--- config.mk ---
export PLATFORM = sky130hd
export DESIGN_NAME = decode_stage
export DESIGN_NICKNAME = d
export VERILOG_FILES = /design/src/rtl/decode_stage.sv
export SDC_FILE = /design/constraint.sdc
export NUM_CORES = 1
export LEC_CHECK = 0
export ABC_AREA = 1
export CAP_MARGIN = 40
export CORE_MARGIN = 3
export CORE_UTILIZATION = 46
export CTS_BUF_LIST = sky130_fd_sc_hd__clkbuf_16
export DETAILED_ROUTE_END_ITERATION = 6
export PLACE_DENSITY = 0.78
export SETUP_SLACK_MARGIN = 0.05
export SLEW_MARGIN = 20
export SYNTH_ARGS = -nofsm -noshare
export SYNTH_HDL_FRONTEND = slang
export SYNTH_SLANG_ARGS = --single-unit
--- constraint.sdc ---
create_clock -name clk -period 4.02 [get_ports clk]
set_clock_uncertainty 0.1 [all_clocks]
set_input_delay 0.804 -clock clk [delete_from_list [all_inputs] [get_ports clk]]
set_output_delay 0.804 -clock clk [all_outputs]
set_load 0.005 [all_outputs]
--- src/rtl/decode_stage.sv ---
// decode_stage: RV32 instruction decode with an ID/EX output register.
// Ports: clk, rst_n (async, active low), flush; fetch side in_valid/in_ready/
//   in_instr/in_pc; execute side out_valid/out_ready and registered out_*
//   decode fields; hazard_stall flags the load-use interlock (combinational).
package cpu_defs;
    localparam logic [3:0] ALU_NOP = 4'd0;
    localparam logic [3:0] ALU_ADD = 4'd1;
    localparam logic [3:0] ALU_SUB = 4'd2;
    localparam logic [3:0] ALU_XOR = 4'd3;
    localparam logic [3:0] ALU_OR  = 4'd4;
    localparam logic [3:0] ALU_AND = 4'd5;
    localparam logic [3:0] ALU_SLL = 4'd6;
    localparam logic [3:0] ALU_SRL = 4'd7;
    localparam logic [3:0] ALU_SRA = 4'd8;
    localparam logic [3:0] ALU_BEQ = 4'd9;
    localparam logic [3:0] ALU_BNE = 4'd10;
    localparam logic [3:0] ALU_BLT = 4'd11;
    localparam logic [3:0] ALU_BGE = 4'd12;

    localparam logic [6:0] OPCODE_NOP   = 7'b0000000;
    localparam logic [6:0] OPCODE_RTYPE = 7'b0110011;
    localparam logic [6:0] OPCODE_ITYPE = 7'b0010011;
    localparam logic [6:0] OPCODE_LOAD  = 7'b0000011;
    localparam logic [6:0] OPCODE_STORE = 7'b0100011;
    localparam logic [6:0] OPCODE_BTYPE = 7'b1100011;
    localparam logic [6:0] OPCODE_JAL   = 7'b1101111;
    localparam logic [6:0] OPCODE_JALR  = 7'b1100111;

    localparam logic [6:0] F7_BASE = 7'b0000000;
    localparam logic [6:0] F7_ALT  = 7'b0100000;
endpackage

module decode_stage
    import cpu_defs::*;
#(
    parameter int XLEN      = 32,
    parameter bit HAZARD_EN = 1'b1
) (
    input  logic            clk,
    input  logic            rst_n,
    input  logic            flush,
    input  logic            in_valid,
    output logic            in_ready,
    input  logic [31:0]     in_instr,
    input  logic [XLEN-1:0] in_pc,
    output logic            out_valid,
    input  logic            out_ready,
    output logic [XLEN-1:0] out_pc,
    output logic [3:0]      out_alu_op,
    output logic [2:0]      out_funct3,
    output logic [4:0]      out_rs1,
    output logic [4:0]      out_rs2,
    output logic [4:0]      out_rd,
    output logic [XLEN-1:0] out_imm,
    output logic            out_alu_src_imm,
    output logic            out_reg_write,
    output logic            out_mem_read,
    output logic            out_mem_write,
    output logic            out_branch,
    output logic            out_jump,
    output logic            out_jalr,
    output logic            out_illegal,
    output logic            hazard_stall
);

    logic [6:0]  opcode;
    logic [2:0]  funct3;
    logic [6:0]  funct7;
    logic [4:0]  f_rs1;
    logic [4:0]  f_rs2;
    logic [4:0]  f_rd;
    logic [31:0] imm_i;
    logic [31:0] imm_s;
    logic [31:0] imm_b;
    logic [31:0] imm_j;
    logic [31:0] imm_sh;

    assign opcode = in_instr[6:0];
    assign funct3 = in_instr[14:12];
    assign funct7 = in_instr[31:25];
    assign f_rs1  = in_instr[19:15];
    assign f_rs2  = in_instr[24:20];
    assign f_rd   = in_instr[11:7];

    assign imm_i  = {{20{in_instr[31]}}, in_instr[31:20]};
    assign imm_s  = {{20{in_instr[31]}}, in_instr[31:25], in_instr[11:7]};
    assign imm_b  = {{19{in_instr[31]}}, in_instr[31], in_instr[7],
                     in_instr[30:25], in_instr[11:8], 1'b0};
    assign imm_j  = {{11{in_instr[31]}}, in_instr[31], in_instr[19:12],
                     in_instr[20], in_instr[30:21], 1'b0};
    assign imm_sh = {27'd0, in_instr[24:20]};

    logic [3:0]  d_alu_op;
    logic [4:0]  d_rs1;
    logic [4:0]  d_rs2;
    logic [4:0]  d_rd;
    logic [31:0] d_imm;
    logic        d_src_imm;
    logic        d_reg_write;
    logic        d_mem_read;
    logic        d_mem_write;
    logic        d_branch;
    logic        d_jump;
    logic        d_jalr;
    logic        d_illegal;

    always_comb begin
        d_alu_op    = ALU_NOP;
        d_rs1       = 5'd0;
        d_rs2       = 5'd0;
        d_rd        = 5'd0;
        d_imm       = 32'd0;
        d_src_imm   = 1'b0;
        d_reg_write = 1'b0;
        d_mem_read  = 1'b0;
        d_mem_write = 1'b0;
        d_branch    = 1'b0;
        d_jump      = 1'b0;
        d_jalr      = 1'b0;
        d_illegal   = 1'b0;

        case (opcode)
            OPCODE_RTYPE: begin
                d_rs1       = f_rs1;
                d_rs2       = f_rs2;
                d_rd        = f_rd;
                d_reg_write = 1'b1;
                unique case (1'b1)
                    (funct7 == F7_BASE && funct3 == 3'b000): d_alu_op = ALU_ADD;
                    (funct7 == F7_ALT  && funct3 == 3'b000): d_alu_op = ALU_SUB;
                    (funct7 == F7_BASE && funct3 == 3'b100): d_alu_op = ALU_XOR;
                    (funct7 == F7_BASE && funct3 == 3'b110): d_alu_op = ALU_OR;
                    (funct7 == F7_BASE && funct3 == 3'b111): d_alu_op = ALU_AND;
                    (funct7 == F7_BASE && funct3 == 3'b001): d_alu_op = ALU_SLL;
                    (funct7 == F7_BASE && funct3 == 3'b101): d_alu_op = ALU_SRL;
                    (funct7 == F7_ALT  && funct3 == 3'b101): d_alu_op = ALU_SRA;
                    default: d_illegal = 1'b1;
                endcase
            end
            OPCODE_ITYPE: begin
                d_rs1       = f_rs1;
                d_rd        = f_rd;
                d_reg_write = 1'b1;
                d_src_imm   = 1'b1;
                d_imm       = imm_i;
                unique case (1'b1)
                    (funct3 == 3'b000): d_alu_op = ALU_ADD;
                    (funct3 == 3'b100): d_alu_op = ALU_XOR;
                    (funct3 == 3'b110): d_alu_op = ALU_OR;
                    (funct3 == 3'b111): d_alu_op = ALU_AND;
                    (funct3 == 3'b001 && funct7 == F7_BASE): begin
                        d_alu_op = ALU_SLL;
                        d_imm    = imm_sh;
                    end
                    (funct3 == 3'b101 && funct7 == F7_BASE): begin
                        d_alu_op = ALU_SRL;
                        d_imm    = imm_sh;
                    end
                    (funct3 == 3'b101 && funct7 == F7_ALT): begin
                        d_alu_op = ALU_SRA;
                        d_imm    = imm_sh;
                    end
                    default: d_illegal = 1'b1;
                endcase
            end
            OPCODE_LOAD: begin
                d_rs1       = f_rs1;
                d_rd        = f_rd;
                d_alu_op    = ALU_ADD;
                d_imm       = imm_i;
                d_src_imm   = 1'b1;
                d_mem_read  = 1'b1;
                d_reg_write = 1'b1;
            end
            OPCODE_STORE: begin
                d_rs1       = f_rs1;
                d_rs2       = f_rs2;
                d_alu_op    = ALU_ADD;
                d_imm       = imm_s;
                d_src_imm   = 1'b1;
                d_mem_write = 1'b1;
            end
            OPCODE_BTYPE: begin
                d_rs1    = f_rs1;
                d_rs2    = f_rs2;
                d_imm    = imm_b;
                d_branch = 1'b1;
                unique case (1'b1)
                    (funct3 == 3'b000): d_alu_op = ALU_BEQ;
                    (funct3 == 3'b001): d_alu_op = ALU_BNE;
                    (funct3 == 3'b100): d_alu_op = ALU_BLT;
                    (funct3 == 3'b101): d_alu_op = ALU_BGE;
                    default: d_illegal = 1'b1;
                endcase
            end
            OPCODE_JAL: begin
                d_rd        = f_rd;
                d_alu_op    = ALU_ADD;
                d_imm       = imm_j;
                d_src_imm   = 1'b1;
                d_jump      = 1'b1;
                d_reg_write = 1'b1;
            end
            OPCODE_JALR: begin
                d_rs1       = f_rs1;
                d_rd        = f_rd;
                d_alu_op    = ALU_ADD;
                d_imm       = imm_i;
                d_src_imm   = 1'b1;
                d_jump      = 1'b1;
                d_jalr      = 1'b1;
                d_reg_write = 1'b1;
            end
            OPCODE_NOP: ;
            default: d_illegal = 1'b1;
        endcase

        // An illegal item carries no operands and no side effects.
        if (d_illegal) begin
            d_alu_op    = ALU_NOP;
            d_rs1       = 5'd0;
            d_rs2       = 5'd0;
            d_rd        = 5'd0;
            d_imm       = 32'd0;
            d_src_imm   = 1'b0;
            d_reg_write = 1'b0;
            d_mem_read  = 1'b0;
            d_mem_write = 1'b0;
            d_branch    = 1'b0;
            d_jump      = 1'b0;
            d_jalr      = 1'b0;
        end
        if (d_rd == 5'd0) begin
            d_reg_write = 1'b0;
        end
    end

    // Unused source fields decode to 0, and out_rd != 0 keeps x0 out.
    assign hazard_stall = HAZARD_EN && out_valid && out_mem_read &&
                          (out_rd != 5'd0) && in_valid &&
                          ((out_rd == d_rs1) || (out_rd == d_rs2));

    assign in_ready = !flush && !hazard_stall && (!out_valid || out_ready);

    always_ff @(posedge clk or negedge rst_n) begin
        if (!rst_n) begin
            out_valid       <= 1'b0;
            out_pc          <= '0;
            out_alu_op      <= ALU_NOP;
            out_funct3      <= 3'd0;
            out_rs1         <= 5'd0;
            out_rs2         <= 5'd0;
            out_rd          <= 5'd0;
            out_imm         <= '0;
            out_alu_src_imm <= 1'b0;
            out_reg_write   <= 1'b0;
            out_mem_read    <= 1'b0;
            out_mem_write   <= 1'b0;
            out_branch      <= 1'b0;
            out_jump        <= 1'b0;
            out_jalr        <= 1'b0;
            out_illegal     <= 1'b0;
        end else if (flush) begin
            out_valid <= 1'b0;
        end else if (in_valid && in_ready) begin
            out_valid       <= 1'b1;
            out_pc          <= in_pc;
            out_alu_op      <= d_alu_op;
            out_funct3      <= funct3;
            out_rs1         <= d_rs1;
            out_rs2         <= d_rs2;
            out_rd          <= d_rd;
            out_imm         <= XLEN'($signed(d_imm));
            out_alu_src_imm <= d_src_imm;
            out_reg_write   <= d_reg_write;
            out_mem_read    <= d_mem_read;
            out_mem_write   <= d_mem_write;
            out_branch      <= d_branch;
            out_jump        <= d_jump;
            out_jalr        <= d_jalr;
            out_illegal     <= d_illegal;
        end else if (out_ready) begin
            out_valid <= 1'b0;
        end
    end

endmodule

**Yosys cells after proc, flatten, opt, wreduce, memory -nomap -nowiden**

Cells that the tools add are included.

- Flip-flop bits (word level): 95
- Latch bits: 0
- Memory bits (writable): 0
- Bits in read-only memories: 0
- Output and inout bits: 97
- Memories: 0

- $add $sub $neg: 0
- Multipliers: 0
- Divide/modulo/power cells: 0
- Magnitude comparators: 0
- Eq/ne operators: 15
- Shifts and indexed selects: 0
- Mux-type cells: 36
- Bitwise logic cells: 1
- Reductions and logical operators: 39

Operators by type and width:

| operator | number |
|---|---|
| case mux 32 bit (5 select lines) | 1 |
| 2-to-1 mux 32 bit | 2 |
| case mux 4 bit (4 select lines) | 2 |
| case mux 4 bit (8 select lines) | 1 |
| 2-to-1 mux 5 bit | 6 |
| case mux 4 bit (7 select lines) | 1 |
| equality test 7 x 6 -> 1 bit, second input constant | 3 |
| equality test 7 bit, second input constant | 3 |
| 2-to-1 mux 1 bit | 21 |
| logical AND 1 bit | 15 |
| OR reduction 5 bit | 3 |
| zero test 7 bit | 2 |
| equality test 3 bit, second input constant | 4 |
| equality test 5 bit | 2 |
| OR reduction 4 bit | 2 |
| OR reduction 8 bit | 1 |
| equality test 7 x 2 -> 1 bit, second input constant | 1 |
| equality test 7 x 5 -> 1 bit, second input constant | 1 |
| OR reduction 7 bit | 1 |
| OR reduction 3 bit | 2 |
| OR reduction 6 bit | 1 |
| zero test 5 bit | 1 |
| nonzero test 5 bit | 1 |
| 2-to-1 mux 4 bit | 1 |
| 9 further kinds | 13 |

**Logic depth before layout (Yosys ltp)**

Gate-level depths: netlist of the first run.

- Depth after elaboration: 15
- Mapped depth: 22

**Worst setup path before layout of the first run**

No wires, ideal clock.

- Path type: input to output
- Start: input in_instr[26]
- End: output hazard_stall
- Data arrival time: 2590 ps
- Setup slack: 526 ps
- Stages: 20
- Buffers on the path: 3
- Path through: inv_1 nand2_1 nor2_4 nand3_1 nand2_2 nor2_1 nand2_2 inv_2 nor2_4 buf_6 nand3_1 nand2_1 nand2_1 nor2_1 nand2_1 nand2_1 nand2_2 buf_4 buf_4 inv_1

- Word-level cells in the longest chain between the ends: 9
- Elaborated cells between the ends (all ways): 21
- Classes of those cells: 3 x eq/ne; 5 x mux; 13 x reduce/logical

Ends and longest elaborated chain:

| element | line | source |
|---|---|---|
| start: declaration | 44 | `input logic [31:0] in_instr,` |
| equality test 7 x 6 -> 1 bit or zero test 7 bit (tied branches) | -- |  |
| logical AND 1 bit (tied with other cells) | 130 | `(funct7 == F7_ALT && funct3 == 3'b000): d_alu_op = ALU_SUB;` |
| OR reduction 8 bit (no source line) or OR reduction 7 bit (tied branches) | -- |  |
| 2-to-1 mux 1 bit, on equally long branches | 128, 146 |  |
| case mux 1 bit (4 select lines) (*) | 122 | `case (opcode)` |
| 2-to-1 mux 5 bit | 219 | `if (d_illegal) begin` |
| equality test 5 bit | 241 | `((out_rd == d_rs1) \|\| (out_rd == d_rs2));` |
| logical OR 1 bit (*) | 241 |  |
| logical AND 1 bit (*) | 240 | `(out_rd != 5'd0) && in_valid &&` |
| end: declaration | 63 | `output logic hazard_stall` |

Mark *: on every way between the ends. The rest lies on a longest branch, timed or not.

**Worst setup path in the final report of the first run**

- Start: input in_instr[4]
- End: output in_ready

- Word-level cells in the longest chain between the ends: 10
- Elaborated cells between the ends (all ways): 23
- Classes of those cells: 9 x eq/ne; 5 x mux; 9 x reduce/logical

Ends and longest elaborated chain:

| element | line | source |
|---|---|---|
| equality test 7 bit (tied with other cells) | 122 |  |
| OR reduction 5 bit (no source line) (tied with other cells) | -- |  |
| case mux 1 bit (4 select lines) or 2-to-1 mux 5 bit (tied branches) | 122 |  |
| 2-to-1 mux 5 bit | 219 |  |
| equality test 5 bit | 241 |  |
| logical OR 1 bit (*) | 241 |  |
| logical AND 1 bit (*) | 240 |  |
| zero test 1 bit (*) | 243 | `assign in_ready = !flush && !hazard_stall && (!out_valid \|\| out_ready);` |
| logical AND 1 bit (*) (2 in series) | 243 |  |
| end: declaration | 43 | `output logic in_ready,` |

Marks and branches as above.

==> impl_summary.log, run 1 <==
[metrics] largest driver fanout on the critical path: 9
[metrics] maximum clock frequency: ~260 MHz
[metrics] starting density of the core: between 40% and 50%
[metrics] number of H-tree levels: 3
[metrics] outcome: finished, final reports clean
[metrics] slew at the pin with the worst max-slew slack: 746 ps
[metrics] Worst path max stage delay: 280 ps
[metrics] share of the clock period used by the worst path after layout: 94.2%
[metrics] met3 usage: 4.92%
[metrics] final worst path period need: 3790 ps
[metrics] number of synthesized register bits: 84
[metrics] clk_lat worst skew: 330 ps
[metrics] cell type contributing the most total cell area after synthesis: sky130_fd_sc_hd__dfrtp_1
[metrics] antenna cells: 0
[metrics] met2 global-route usage: 46.6%
[metrics] CTS Hold Buffers Added: 0
[metrics] number of design-rule violations left by the first detailed-router iteration: 348
[metrics] detailed-route wire length per cell: 16.5 µm
[metrics] endpoint type of the worst setup path: output pin
[metrics] standard cell core area: roughly 9900 µm²
[metrics] area added between synthesis and finish: 56.9%
[metrics] full die area: 11600 µm²
[metrics] clock-pin slew of the registers on the worst-case setup and hold paths: 70 ps
[metrics] number of remaining DRC errors: 0
[metrics] share of the synthesized area in the top cell type: 44.3%
[metrics] filler instances: 737
[metrics] antenna violations before repair: 0
[metrics] Clock Tree Root: sky130_fd_sc_hd__clkbuf_16
[metrics] share of cells above drive strength 1: 18.1%
[metrics] gp weighted congestion: 0.982
[metrics] num rows: 36
[metrics] leakage power figure: 3.87 nW
[metrics] PortBufs: 165
[metrics] post-placement setup slack: -370 ps
[metrics] min-delay worst type: input port to asynchronous set/reset pin
[metrics] most frequent standard cell in the layout excluding fill and tap cells: sky130_fd_sc_hd__nand2_1
[metrics] remaining antenna violation count after routing: 0
[metrics] Syn Inst Count: 647
[metrics] family with the most delay on the worst path: simple AND/OR/NAND/NOR gates
[metrics] aggregate global routing overflow: 0
[metrics] CTS sink cnt: 84
[metrics] max-capacitance violation count: 0
[metrics] GRT Total Usage: 27.9%
[metrics] Final Net Count: approximately 930
[metrics] TritonCTS buffer count: 9
[metrics] slack of the worst reg-to-reg path: 1870 ps
[metrics] crit path setup slack, layout: roughly 230 ps
[metrics] Final Max Tran Viols: 0
[metrics] sum of buffers and inverters on the critical path: 5
[metrics] critical-path cell with the highest stage delay: sky130_fd_sc_hd__dlygate4sd2_1
[metrics] Detailed Route WL: 16300 µm
[metrics] Slew HR: 50.0%
[metrics] setup TNS after final layout: 0 ps
[metrics] number of hold-slack violations in the final timing report: 0
[metrics] PwrDens: 293 nW/µm²
[metrics] vias per cell: 5.30
[metrics] warnings from Yosys: 0
[metrics] critical path class: input port to output pin
[metrics] count of endpoints failing setup in the final report: 0
[metrics] first drt pass iteration count: 5
[metrics] x dimension of the die: 108 µm
[metrics] met1 usage: 36.8%
[metrics] first-pass GRT wire length: around 26000 µm
[metrics] routing layer with the top usage in global route: met2
[metrics] sum of net half-perimeters after detailed placement: 11200 µm
[metrics] required time of the critical path: 3120 ps
[metrics] synthesized area per cell: 7.33 µm²
[metrics] number of different library cells in the post-synthesis netlist: 30
[metrics] most numerous cell on the critical path: sky130_fd_sc_hd__nand2_1
[metrics] clock tree from TritonCTS: done
[metrics] Longest Clk Path Bufs: 2
[metrics] I/O pins: 166
[metrics] crit start category: input port
[metrics] Mapped Area: 4740 µm²
[metrics] highest ir drop seen on vdd: 0.205 mV
[metrics] detailed-route via count: around 5.3k
[metrics] Area contributors post-synth: sky130_fd_sc_hd__dfrtp_1, sky130_fd_sc_hd__nand2_1, sky130_fd_sc_hd__nand4_1, sky130_fd_sc_hd__inv_1, sky130_fd_sc_hd__nor2_1
[metrics] RSZ-0062 raised after global routing: yes
[metrics] pin count of the biggest net entering global routing: between 80 and 90
[metrics] chip height: 108 µm
[metrics] data arrival time at the worst-slack endpoint: 2880 ps
[metrics] portion of the post-synthesis area used by sequential elements: 44.3%
[metrics] commonest non-fill, non-tap cells in the layout: sky130_fd_sc_hd__nand2_1, sky130_fd_sc_hd__clkdlybuf4s50_1, sky130_fd_sc_hd__nand4_1
[metrics] net count of the mapped netlist: 716
[metrics] critical-path cell list: dlygate4sd2_1, inv_1, nor2_1, nand3_2, nand4_1, nand3_2, nor2_4, buf_6, buf_16, nand2_2, nand2_1, nand2_1, nand2_1, nor2_1, nand2_1, nand2_2, a21boi_2, buf_2
[metrics] via count of the first global-routing pass: between 5k and 6k
==> path summary, 6_finish.rpt <==
| check | from | to | cells after the start |
|---|---|---|---|
| min | rst_n | out_funct3[2] | 1 |
| min reg2reg | out_funct3[1] | out_funct3[1] | 2 |
| max in group asynchronous | rst_n | out_rd[2] | 2 |
| max reg2reg | out_rd[1] | out_pc[9] | 10 |
| max | in_instr[4] | in_ready | 18 |
| min in group clk | out_funct3[1] | out_funct3[1] | 2 |
==> repair_timing <==
action,in CTS,in global routing
endpoints found under the setup margin,33,2
gates cloned,2,0
pin swaps,14,16
gates resized for setup,50,26
buffers inserted,13,6
==> state kept, by name, summed over array words and instances (netlist names) <==
signal           flops
out_mem_write        1
out_rs2              5
out_pc              32
out_imm             21
out_alu_op           4
out_reg_write        1
out_jalr             1
out_branch           1
out_jump             1
out_mem_read         1
out_rs1              5
out_rd               5
out_funct3           3
out_alu_src_imm      1
out_valid            1
out_illegal          1
==> logic make-up (layout without fill, tap and decap cells) <==
family          count (synthesis)  after routing  share of synthesized area [%]
simple gates                  406            406                           38.7
buf+inv                       118            331                           12.0
flops                          84             84                           44.3
compound gates                 39             39                           4.96
==> Yosys cell counts <==
master and count:
sky130_fd_sc_hd__clkbuf_1 15, sky130_fd_sc_hd__nand3_1 21, sky130_fd_sc_hd__a2111oi_0 1, sky130_fd_sc_hd__buf_2 6, sky130_fd_sc_hd__nor3_2 1, sky130_fd_sc_hd__a31oi_1 2
sky130_fd_sc_hd__inv_1 63, sky130_fd_sc_hd__o32ai_1 1, sky130_fd_sc_hd__nand4_1 93, sky130_fd_sc_hd__nand3_2 2, sky130_fd_sc_hd__o21ai_0 11, sky130_fd_sc_hd__nor2_4 3
sky130_fd_sc_hd__o211ai_1 2, sky130_fd_sc_hd__inv_2 4, sky130_fd_sc_hd__nand2_2 4, sky130_fd_sc_hd__nand2_1 220, sky130_fd_sc_hd__a21oi_1 10, sky130_fd_sc_hd__buf_4 18
sky130_fd_sc_hd__o22ai_1 4, sky130_fd_sc_hd__buf_6 7, sky130_fd_sc_hd__dfrtp_1 84, sky130_fd_sc_hd__or2_2 1, sky130_fd_sc_hd__nor2_1 61, sky130_fd_sc_hd__a221oi_1 1
sky130_fd_sc_hd__o2111ai_1 2, sky130_fd_sc_hd__a41oi_1 1, sky130_fd_sc_hd__buf_1 5, sky130_fd_sc_hd__a22oi_1 1, sky130_fd_sc_hd__o21ai_1 2, sky130_fd_sc_hd__a21boi_0 1
==> area by class of cell <==
cell class                      count  area, µm²  area share (%)
Clock inverter                      6       63.8           0.857
Clock buffer                        9        225            3.03
Tap cell                          133        166            2.24
Sequential cell                    84       2100            28.2
Inverter                           67        251            3.38
Multi-Input combinational cell    445       2210            29.7
Timing Repair Buffer              249       2420            32.6
==> where the power goes <==
| group | internal [W] | switching (W) | total, W |
|---|---|---|---|
| Combinational | 0.000229 | 0.000197 | 0.000426 |
| Clock | 0.000478 | 0.000345 | 0.000823 |
| Sequential | 0.000902 | 0.0000324 | 0.000935 |
| Total | 0.00161 | 0.000574 | 0.00218 |
==> metal layers <==
layer  wire length [µm]  vias to the layer above
met5                  0                        -
met4                309                        0
met3               1000                       25
met2               8050                      202
met1               6990                     2497
li1                   -                     2538
==> per-stage QoR <==
step           power, W  std cells  instance area [µm²]  hold slack, ps  util [%]
6_report        0.00218        993                 7440             311      75.1
5_1_grt         0.00228        993                 7440             335      75.1
4_1_cts         0.00218        984                 7280             324      73.5
3_5_place_dp    0.00135        954                 6760             358      68.2
3_3_place_gp    0.00133        953                 6740             353      68.0
2_1_floorplan   0.00108        647                 4740             365         -
Note: power is estimated with default switching activity, not from simulation.
==> run 2: changes to the inputs <==
--- a/config.mk
+++ b/config.mk
@@ -8,10 +8,11 @@
 export ABC_AREA = 1
 export CAP_MARGIN = 40
 export CORE_MARGIN = 3
-export CORE_UTILIZATION = 46
+export CORE_UTILIZATION = 60
 export CTS_BUF_LIST = sky130_fd_sc_hd__clkbuf_16
 export DETAILED_ROUTE_END_ITERATION = 6
-export PLACE_DENSITY = 0.78
+export DONT_BUFFER_PORTS = 1
+export PLACE_DENSITY = 0.73
 export SETUP_SLACK_MARGIN = 0.05
 export SLEW_MARGIN = 20
 export SYNTH_ARGS = -nofsm -noshare
==> run 2 against run 1 <==
Against the previous run: cell area down 33%; power down 9.6%; largest cell class is now sequential cells; routed wire length down 17%; largest power group unchanged; via count down 17%; utilization down 8.4 points; count of clock-buffer cells in the layout unchanged; sequential power up 2%; die area down 22%; non-clock buffer count down 243; worst setup slack better by 57 ps; clock power up 7.2%.
==> impl_summary.log, run 2 (synthesis gave the netlist of run 1 again) <==
[metrics] highest ir drop seen on vdd: 0.195 mV (was 0.205 mV)
[metrics] CTS sink cnt: 84 (unchanged)
[metrics] filler instances: 634 (was 737)
[metrics] largest driver fanout on the critical path: 11 (was 9)
[metrics] Detailed Route WL: 13600 µm (was 16300 µm)
[metrics] sum of net half-perimeters after detailed placement: 9440 µm (was 11200 µm)
[metrics] slack of the worst reg-to-reg path: 1730 ps (was 1870 ps)
[metrics] antenna violations before repair: 0 (unchanged)
[metrics] critical-path cell list: nor3_2, nand3_1, nand4_1, nand3_1, nor2_2, nand4_1, nand2_1, nor2_1, nand2_1, nand2_1, a21boi_0 (was dlygate4sd2_1, inv_1, nor2_1, nand3_2, nand4_1, nand3_2, nor2_4, buf_6, buf_16, nand2_2, nand2_1, nand2_1, nand2_1, nor2_1, nand2_1, nand2_2, a21boi_2, buf_2)
[metrics] path depth of the worst reg2reg path: 10 (unchanged)
[metrics] PwrDens: 398 nW/µm² (was 293 nW/µm²)
[metrics] final worst path period need: 3730 ps (was 3790 ps)
[metrics] TritonCTS buffer count: 9 (unchanged)
[metrics] slew at the pin with the worst max-slew slack: 855 ps (was 746 ps)
[metrics] Longest Clk Path Bufs: 2 (unchanged)
[metrics] area added between synthesis and finish: 4.64% (was 56.9%)
[metrics] required time of the critical path: 3120 ps (about the same)
[metrics] share of the clock period used by the worst path after layout: 92.8% (was 94.2%)
[metrics] Internal Power: 0.00145 W (was 0.00161 W)
[metrics] share of the core filled with cells in the final layout: 66.7% (was 75.1%)
[metrics] PortBufs: 0 (was 165)
[metrics] critical path class: input port to output pin (unchanged)
[metrics] clock tree from TritonCTS: done (unchanged)
[metrics] number of design-rule violations left by the first detailed-router iteration: 298 (was 348)
[metrics] vias per cell: 6.07 (was 5.30)
[metrics] most numerous cell on the critical path: sky130_fd_sc_hd__nand2_1 (unchanged)
[metrics] pin count of the biggest net entering global routing: 86 (was 85)
[metrics] number of gates given a new drive strength after cts: 0 (was 50)
[metrics] data arrival time at the worst-slack endpoint: 2830 ps (was 2880 ps)
[metrics] relative contribution of combinational cells to total power: 7.2% (was 19.5%)
[metrics] number of remaining DRC errors: 0 (unchanged)
[metrics] leakage power figure: 2.79 nW (was 3.87 nW)
[metrics] min-delay worst type: input port to asynchronous set/reset pin (unchanged)
[metrics] relative contribution of the clock network to total power: 44.7% (was 37.7%)
[metrics] CTS Hold Buffers Added: 0 (unchanged)
[metrics] count of endpoints failing setup in the final report: 0 (unchanged)
[metrics] commonest non-fill, non-tap cells in the layout: sky130_fd_sc_hd__nand2_1, sky130_fd_sc_hd__nand4_1, sky130_fd_sc_hd__dfrtp_1 (was sky130_fd_sc_hd__nand2_1, sky130_fd_sc_hd__clkdlybuf4s50_1, sky130_fd_sc_hd__nand4_1)
[metrics] Hold Slack: 51.3 ps (was 311 ps)
[metrics] Clock Tree Root: sky130_fd_sc_hd__clkbuf_16 (unchanged)
[metrics] number of flip-flops in the largest register: 32 (unchanged)
[metrics] number of H-tree levels: 3 (unchanged)
[metrics] chip height: 94.9 µm (was 108 µm)
[metrics] RSZ-0062 raised after global routing: no (was yes)
[metrics] biggest regs: out_pc (32), out_imm (21) (unchanged)
[metrics] x dimension of the die: 94.9 µm (was 108 µm)
[metrics] detailed-route via count: 4359 (was 5262)
[metrics] number of hold-slack violations in the final timing report: 0 (unchanged)
[metrics] share of cells above drive strength 1: 6.30% (was 18.1%)
[metrics] aggregate global routing overflow: 0 (unchanged)
[metrics] r2r startpoint: out_rd[1] (unchanged)
[metrics] num rows: 31 (was 36)
[metrics] maximum clock frequency: 268 MHz (was 264 MHz)
[metrics] I/O pins: 166 (unchanged)
[metrics] most frequent standard cell in the layout excluding fill and tap cells: sky130_fd_sc_hd__nand2_1 (unchanged)
[metrics] clock-pin slew of the registers on the worst-case setup and hold paths: 70 ps (about the same)
[metrics] switching part of the total power: 26.7% (was 26.3%)
[metrics] setup TNS after final layout: 0 ps (unchanged)
[metrics] gp weighted congestion: 1.01 (was 0.982)
[metrics] outcome: finished, final reports clean (unchanged)
[metrics] GRT Total Usage: 30.1% (was 27.9%)
[metrics] antenna cells: 0 (unchanged)
[metrics] remaining antenna violation count after routing: 0 (unchanged)
[metrics] register containing the most flip-flops in the final layout: out_pc (unchanged)
[metrics] clk_lat worst skew: 340 ps (was 330 ps)
[metrics] sequential group share of total power: 48.1% (was 42.8%)
[metrics] Final Net Count: 683 (was 925)
[metrics] first drt pass iteration count: 5 (unchanged)
[metrics] capture point of the worst reg-to-reg path: out_pc[25] (was out_pc[9])
[metrics] critical-path cell with the highest stage delay: sky130_fd_sc_hd__nor2_2 (was sky130_fd_sc_hd__dlygate4sd2_1)
[metrics] via count of the first global-routing pass: 4185 (was 5205)
[metrics] endpoint type of the worst setup path: output pin (unchanged)
[metrics] crit start category: input port (unchanged)
[metrics] total net switching power: 0.000527 W (was 0.000574 W)
[metrics] starting density of the core: 63.7% (was 47.9%)
[metrics] first-pass GRT wire length: 20900 µm (was 25700 µm)
[metrics] Slew HR: 43.0% (was 50.0%)
[metrics] full die area: 9010 µm² (was 11600 µm²)
[metrics] Final Max Tran Viols: 0 (unchanged)
[metrics] standard cell core area: 7450 µm² (was 9910 µm²)
[metrics] max-capacitance violation count: 0 (unchanged)
[metrics] Worst path max stage delay: 410 ps (was 280 ps)
[metrics] buffer count from post-CTS setup fixing: 0 (was 13)
[metrics] detailed-route wire length per cell: 18.9 µm (was 16.5 µm)
run 2: changes by cell type in the layout (fill, tap and decap cells not counted), moves of 11 or more:
cell	before	now
sky130_fd_sc_hd__buf_4	72	4
sky130_fd_sc_hd__clkdlybuf4s50_1	144	0
sky130_fd_sc_hd__dlygate4sd2_1	11	0
sky130_fd_sc_hd__nor2_1	47	61
run 2: stage by stage:
| stage | total power [W] | worst slack [ps] | cell area (µm²) | std cells |
|---|---|---|---|---|
| finish | 0.00197 | 289 | 4960 | 718 |
| global placement | 0.00110 | 430 | 4640 | 701 |
| global route | 0.00205 | 107 | 4960 | 718 |
| detailed placement | 0.00111 | 338 | 4640 | 701 |
| floorplan | 0.00108 | 526 | 4740 | 647 |
| CTS | 0.00199 | 308 | 4960 | 717 |
run 2: how the worst max path moves through the flow:
stage	slack, ps	from	cells after the start	end
global route	110	in_instr[30]	11	in_ready
CTS	310	in_instr[30]	13	in_ready
floorplan	530	in_instr[26]	20	hazard_stall
finish	290	in_instr[30]	11	in_ready
detailed placement	340	in_instr[30]	18	out_pc[25]
global placement	430	in_instr[30]	15	in_ready
run 2: power by group through the flow:
stage	sequential (W)	clock (W)	combinational, W
final	0.000950	0.000882	0.000142
after global routing	0.000957	0.000927	0.000164
after CTS	0.000951	0.000897	0.000141
after detailed placement	0.000967	0	0.000140
after global placement	0.000964	0	0.000133
after floorplan	0.000952	0	0.000129
run 2: layer usage:
layer | up-vias | wire length, µm | share of wire (%) | global-route usage [%]
met5 | - | 0 | 0 | 0
met4 | 0 | 275 | 2.0 | 9.98
met3 | 30 | 1450 | 11 | 10.6
met2 | 210 | 6480 | 48 | 48.9
met1 | 2066 | 5350 | 39 | 37.3
li1 | 2053 | - | - | -
run 2: worst max-delay path, delay by kind of cell:
kind / cells / cell delay (ps)
AO/OA/AOI/OAI: 1 / 260
AND/OR/NAND/NOR: 10 / 1750
run 2: area by class of cell:
type	instances	area (µm²)	share of cell area, %
Clock buffer	9	225	4.54
Sequential cell	84	2100	42.3
Multi-Input combinational cell	446	2100	42.2
Timing Repair Buffer	6	70.1	1.41
Tap cell	99	124	2.49
Clock inverter	7	95.1	1.92
Inverter	67	251	5.07
